`config.mk`:
```
export PLATFORM = sky130hd
export DESIGN_NAME = block_sequencer
export DESIGN_NICKNAME = d
export VERILOG_FILES = /design/src/rtl/interp_pkg.sv /design/src/rtl/wrap_counter.sv /design/src/rtl/block_sequencer.sv
export SDC_FILE = /design/constraint.sdc
export NUM_CORES = 1
export LEC_CHECK = 0
export CORE_UTILIZATION = 41
export DETAILED_ROUTE_END_ITERATION = 10
export PLACE_DENSITY = 0.79
export SYNTH_ARGS = -nofsm -noshare
export SYNTH_HDL_FRONTEND = slang
export SYNTH_SLANG_ARGS = --single-unit
export TNS_END_PERCENT = 1
```
`constraint.sdc`:
```
create_clock -name CLK -period 1.6 [get_ports CLK]
set_input_delay 0.32 -clock CLK [delete_from_list [all_inputs] [get_ports CLK]]
set_output_delay 0.32 -clock CLK [all_outputs]
set_load 0.1 [all_outputs]
```
`src/rtl/interp_pkg.sv`:
```
// Shared definitions for the block sequencer: FSM state encoding and
// default frame geometry.
package interp_pkg;

  typedef enum logic [1:0] {
    ST_IDLE   = 2'd0,
    ST_RUN    = 2'd1,
    ST_FINISH = 2'd2
  } state_e;

  localparam int IDX_W_DEF      = 4;
  localparam int NUM_BLOCKS_DEF = 16;
  localparam int SUB_W_DEF      = 3;
  localparam int NUM_SUB_DEF    = 8;

endpackage

```
`src/rtl/wrap_counter.sv`:
```
// Modulo-MOD counter with synchronous clear, load and enable; wrap_o flags
// the terminal count so the parent can chain counters.
module wrap_counter #(
  parameter int W   = 4,
  parameter int MOD = 16
) (
  input  logic         clk,
  input  logic         rst_n,
  input  logic         clr_i,
  input  logic         load_i,
  input  logic [W-1:0] load_val_i,
  input  logic         en_i,
  output logic [W-1:0] cnt_o,
  output logic         wrap_o
);

  localparam logic [W-1:0] MAX = W'(MOD - 1);

  logic [W-1:0] cnt_q, cnt_d;

  // NOTE: next-state logic assigns cnt_d a default first so no path leaves it unassigned (no latch).
  always_comb begin
    cnt_d = cnt_q;
    if (clr_i) begin
      cnt_d = '0;
    end else if (load_i) begin
      cnt_d = load_val_i;
    end else if (en_i) begin
      cnt_d = (cnt_q == MAX) ? '0 : cnt_q + W'(1);
    end
  end

  always_ff @(posedge clk or negedge rst_n) begin
    if (!rst_n) begin
      cnt_q <= '0;
    end else begin
      cnt_q <= cnt_d;
    end
  end

  assign cnt_o  = cnt_q;
  assign wrap_o = (cnt_q == MAX);

endmodule

```
`src/rtl/block_sequencer.sv`:
```
// Walks a frame of NUM_BLOCKS blocks, each NUM_SUB sub-steps long, advancing
// on STEP and pulsing DONE once after the last sub-step of the last block.
module block_sequencer
  import interp_pkg::*;
#(
  parameter int IDX_W      = IDX_W_DEF,
  parameter int NUM_BLOCKS = NUM_BLOCKS_DEF,
  parameter int SUB_W      = SUB_W_DEF,
  parameter int NUM_SUB    = NUM_SUB_DEF
) (
  input  logic             CLK,
  input  logic             RST_ASYNC_N,
  input  logic             START,
  input  logic             STEP,
  input  logic             ABORT,
  input  logic             LOAD_EN,
  input  logic [IDX_W-1:0] LOAD_VALUE,
  output logic [IDX_W-1:0] BLOCK_IDX,
  output logic [SUB_W-1:0] SUB_IDX,
  output logic             BUSY,
  output logic             LAST,
  output logic             DONE
);

  // One extra bit so NUM_BLOCKS == 2^IDX_W is representable.
  localparam logic [IDX_W:0] BLK_LIMIT = (IDX_W + 1)'(NUM_BLOCKS);

  state_e state_q;
  logic   done_q;

  logic in_idle, in_run;
  logic load_ok, advance, last_w;
  logic sub_wrap, blk_wrap;

  assign in_idle = (state_q == ST_IDLE);
  assign in_run  = (state_q == ST_RUN);
  assign load_ok = in_idle && LOAD_EN && ({1'b0, LOAD_VALUE} < BLK_LIMIT);
  // ABORT outranks STEP, so a colliding STEP must not move either counter.
  assign advance = in_run && STEP && !ABORT;
  assign last_w  = in_run && blk_wrap && sub_wrap;

  wrap_counter #(.W(SUB_W), .MOD(NUM_SUB)) u_sub_cnt (
    .clk       (CLK),
    .rst_n     (RST_ASYNC_N),
    .clr_i     ((in_idle && START) || (in_run && ABORT)),
    .load_i    (1'b0),
    .load_val_i('0),
    .en_i      (advance),
    .cnt_o     (SUB_IDX),
    .wrap_o    (sub_wrap)
  );

  wrap_counter #(.W(IDX_W), .MOD(NUM_BLOCKS)) u_blk_cnt (
    .clk       (CLK),
    .rst_n     (RST_ASYNC_N),
    .clr_i     (1'b0),
    .load_i    (load_ok),
    .load_val_i(LOAD_VALUE),
    .en_i      (advance && sub_wrap),
    .cnt_o     (BLOCK_IDX),
    .wrap_o    (blk_wrap)
  );

  // NOTE: sequential state uses non-blocking (<=) so every flop samples pre-edge values.
  always_ff @(posedge CLK or negedge RST_ASYNC_N) begin
    if (!RST_ASYNC_N) begin
      state_q <= ST_IDLE;
      done_q  <= 1'b0;
    end else begin
      done_q <= 1'b0;
      case (state_q)
        ST_IDLE: begin
          if (START) state_q <= ST_RUN;
        end
        ST_RUN: begin
          if (ABORT) begin
            state_q <= ST_IDLE;
          end else if (STEP && last_w) begin
            state_q <= ST_FINISH;
            done_q  <= 1'b1;
          end
        end
        ST_FINISH: state_q <= ST_IDLE;
        default:   state_q <= ST_IDLE;
      endcase
    end
  end

  assign BUSY = in_run;
  assign LAST = last_w;
  assign DONE = done_q;

endmodule

```
* Word-level counts from Yosys, hierarchy flattened
Cells that the tools add are included.
** Operators by class
- Add/sub/neg operators :: 2
- Eq/ne operators :: 5
- Multiplexer cells :: 13
- Reduce and logical (&&, ||, !) cells :: 15
** Operators with widths (number)
- $mux 4 :: 3
- $logic_and 1x1->1 :: 9
- $mux 3 :: 3
- $mux 2 :: 3
- $add 4x1->4 const B :: 1
- $eq 4x4->1 const B :: 1
- $pmux 2 s2 :: 1
- $reduce_bool 2->1 :: 2
- $add 3x1->3 const B :: 1
- $eq 3x3->1 const B :: 1
- $mux 1 :: 3
- $ne 3x2->1 const B :: 1
- $eq 2x1->1 const B :: 1
- $logic_not 2->1 :: 1
- $ne 2x2->1 const B :: 1
- $reduce_and 2->1 :: 1
- $logic_not 1->1 :: 1
- $logic_or 1x1->1 :: 1
** Storage, ports and cells
- Register bits :: 10
- Bits of input ports :: 10
- Output and inout bits :: 10
- Logic and storage cells :: 39

* Longest topological paths before layout
- Word-level depth :: 7
- Gate-level depth with buffers :: 5

* By module
A second synthesis with hierarchy kept.
** Unflattened totals
- Cells, all modules :: 59
- Area, all modules :: 593.1 sq um
** By module, submodules not included
- wrap_counter (u_blk_cnt) :: times used 1, cells each 26, area an instance 234.0 sq um, sequential area each 100.1 sq um
- wrap_counter (u_sub_cnt) :: times used 1, cells each 16, area an instance 187.7 sq um, sequential area each 75.1 sq um
- block_sequencer :: times used 1, cells each 17, area an instance 171.4 sq um, sequential area each 75.1 sq um

* Worst setup path after synthesis
OpenSTA, ideal clock, no wires.
- Path kind :: register to output
- Start point :: reg u_sub_cnt.cnt_q[0] (netlist: u_sub_cnt.cnt_o[0])
- End point :: out LAST
- Arrival :: 2.314 ns
- Required time :: 1.280 ns
- Slack :: -1.034 ns
- Cell stages (with the launch flop) :: 4
- Path buffers :: 0
- Path through :: dfrtp_1 > ha_1 > ha_1 > and3_1
** On the way
- Cells in the longest elaborated chain, start to end :: 2
** Ends and longest elaborated chain
- start: declaration :: RTL line wrap_counter.sv:19 : logic [W-1:0] cnt_q, cnt_d;
- start signal: assignment :: RTL line wrap_counter.sv:37 : cnt_q <= cnt_d;
- $eq 3x3->1 :: RTL line wrap_counter.sv:42 : assign wrap_o = (cnt_q == MAX);
- $logic_and 1x1->1 :: RTL line block_sequencer.sv:40 : assign last_w = in_run && blk_wrap && sub_wrap;
- end: declaration :: RTL line block_sequencer.sv:21 : output logic LAST,
Every way passes these cells.

* Worst setup path after layout
- Start point :: reg u_sub_cnt.cnt_q[1] (netlist: u_sub_cnt.cnt_o[1])
- End point :: out LAST
Same word-level chain as after synthesis.

==> results.cfg <==
[power_and_ir_drop]
pwr-share-clk_pct = 20.8
ir_worst_vdd_v = 0.0007494
p_int_uw = 642.2
p_comb_share_pct = 48.7
switching_share_pct = 41.63
switching_power_uw = 458.1
seqPwrFrac_pct = 30.4
leakage_uw = 0.0004656
power_density_mw_per_mm2 = 1041

[worst_setup_path]
start_kind = register
worstSetupPathType = register to output port
cp-end-kind = output port
cpPeakStageDelay_ps = 490
cp.arrival_ps = 1420
crit_fanout = 2
critPathSlowestCell = dfrtp_4
crit_top_cell = ha_4
crit_chain = ha_4 > ha_4 > and3_4 > buf_12
critPathRequiredTime_ps = 1280

[sta]
worst_pin_slew_ps = 474.8
finalCritPeriodShare_pct = 108.5
layout_setup_ws_ps = -136.7
finalSetupTns_ps = -136.7
maxSlewHeadroom_pct = 68.25
finalSetupViolCount = 1
fmax_mhz = 575.8
rsz0062_at_grt = true
fin_worst_skew_ps = 0.5070
min_period_ps = 1737
finalMaxSlewViolations = 0
timing.hold.ws_ps = 381.1
hold_viol = 0

[clock_network]
cts_max_path_buffers = 2
cts_root_buf = clkbuf_4
clock_sinks = 10
cts_tree = yes
cts_hold_buf = 0
clkTransAtPathRegs_ps = 70
cts_buffers = 3
clock_latency_ps = 260
cts_max_level = 1

[drt]
drcViolationCount = 0
wl_per_cell_um = 17.29
drt_iter0_markers = 16
first_pass_iters = 4
routed_via_density = 5.365
antenna_left = 0
finalWirelength_um = 1798
via_count = 558

[placed_design]
dp.cells = 93
dp_slack_ps = -154.7
io_buffers = 19
dp.final_hpwl_um = 1094
gp_congestion = 0.7696

[yosys]
async_reset_ff_share_pct = 100.0
ys_warn_count = 0
synth_cell_type_count = 22
avgSynthCellArea_um2 = 9.941
postSynthCellCount = 55
yosysMostFrequentCell = dfrtp_1
yosysSeqAreaShare_pct = 45.77
synthFlopType = dfrtp_1
synth_top_area_share_pct = 45.77
synth_fp_nets = 68
ys_seq_elements = 10
synth_edf_count = 0
synth_area_um2 = 546.8
synth_common_cells = dfrtp_1, nand3_1, nor2_1
synth_top_area_cell = dfrtp_1
synth_area_leaders = dfrtp_1, nand3_1, ha_1

[grt]
track_usage_pct = 27.27
grt_pass1_wl_um = 2684
grt_antenna_before_repair = 0
grt_max_degree = 11
overflow = 0
grt_pass1_vias = 559

[outcome]
status = finished, violations left
failed_checks = setup timing

[cells_and_area]
drive_gt1_share_pct = 51.11
final_cells = 104
insertedDiodeCount = 0
nNetsFinal = 104
area_delta_synth_final_pct = 93.36

[floorplan]
die_w_um = 38.52
rows = 12
dieArea_mm2 = 0.001484
ios = 20
die_h_um = 38.52
core_mm2 = 0.001171
start_util_pct = 46.69

[hold_path]
holdCritPathClass = primary input to asynchronous set/reset pin

[flow_run]
cap_violations = 0
==> kinds of logic after synthesis <==
kind of cell,synth area share (%)
mux,5.492
fa+ha+maj,6.866
simple gates,33.41
compound gates,4.806
flops,45.77
buf+inv,2.059
xor+xnor,1.602
==> layout by cell type (no fill, tap or decap), types with 2 or more instances in the layout <==
| master | n |
|---|---|
| dfrtp_1 | 3 |
| clkdlybuf4s50_1 | 9 |
| dfrtp_2 | 3 |
| nand3_1 | 7 |
| buf_12 | 10 |
| nand2_1 | 5 |
| and3_2 | 2 |
| a21oi_1 | 2 |
| dfrtp_4 | 4 |
| ha_4 | 3 |
| clkbuf_4 | 3 |
| and3_4 | 2 |
| mux2i_1 | 3 |
| nor2_1 | 6 |
| buf_4 | 12 |
==> through the flow <==
step,power (uW),util (%),cell area [um2]
3_5_place_dp,835.8,81.62,955.9
6_report,1100,90.28,1057
5_1_grt,1140,90.28,1057
2_1_floorplan,625.9,-,614.3
4_1_cts,1088,87.93,1030
3_3_place_gp,823.4,81.62,955.9
==> routing by layer <==
| layer | vias to the layer above | share of wire [%] | track usage [%] |
|---|---|---|---|
| met3 | 2 | 2.7 | 2.326 |
| li1 | 269 | - | - |
| met4 | 0 | 1.1 | 10.34 |
| met2 | 20 | 53 | 46.25 |
| met5 | - | 0 | 0 |
| met1 | 267 | 43 | 35.71 |
==> power groups by stage <==
stage,clock (uW),combinational (uW),sequential (uW)
after CTS,237,518,332
after floorplan,0,110,516
final,229,536,335
after global placement,0,478,346
after detailed placement,0,488,348
after global routing,246,556,338
==> layout make-up <==
class / instances / area (um2)
Timing Repair Buffer: 32 / 391.6
Clock buffer: 4 / 36.28
Sequential cell: 10 / 269.0
Multi-Input combinational cell: 44 / 342.8
Tap cell: 14 / 17.52
Fill cell: 44 / 113.9
==> worst paths after layout <==
| path | from | end | slack (ps) | cells past startpoint |
|---|---|---|---|---|
| max | u_sub_cnt.cnt_o[1] | LAST | -140 | 4 |
| min reg2reg | state_q[1] | state_q[0] | 520 | 1 |
| min | RST_ASYNC_N | u_blk_cnt.cnt_o[1] | 380 | 1 |
| max in group asynchronous | RST_ASYNC_N | u_blk_cnt.cnt_o[0] | 860 | 1 |
| min in group CLK | state_q[1] | state_q[0] | 520 | 1 |
| max reg2reg | u_blk_cnt.cnt_o[1] | u_blk_cnt.cnt_o[0] | 30 | 6 |
==> worst max-delay path, delay by kind of cell (launching register included) <==
| family | cells | cell delay [ps] |
|---|---|---|
| AND/OR/NAND/NOR | 1 | 180 |
| adder cells (fa/ha/maj) | 2 | 330 |
| buffers and inverters | 1 | 160 |
| flip-flops | 1 | 490 |
==> registers in the layout, indices dropped and copies added, names as in the netlist <==
name,cells
u_sub_cnt.cnt_o,3
u_blk_cnt.cnt_o,4
DONE,1
state_q,2
==> what timing repair did <==
action	in CTS	in global routing
buffers inserted	5	2
pin swaps	2	3
gates resized for setup	0	5
setup endpoints to repair	1	3
(Power assumes the default switching activity.)
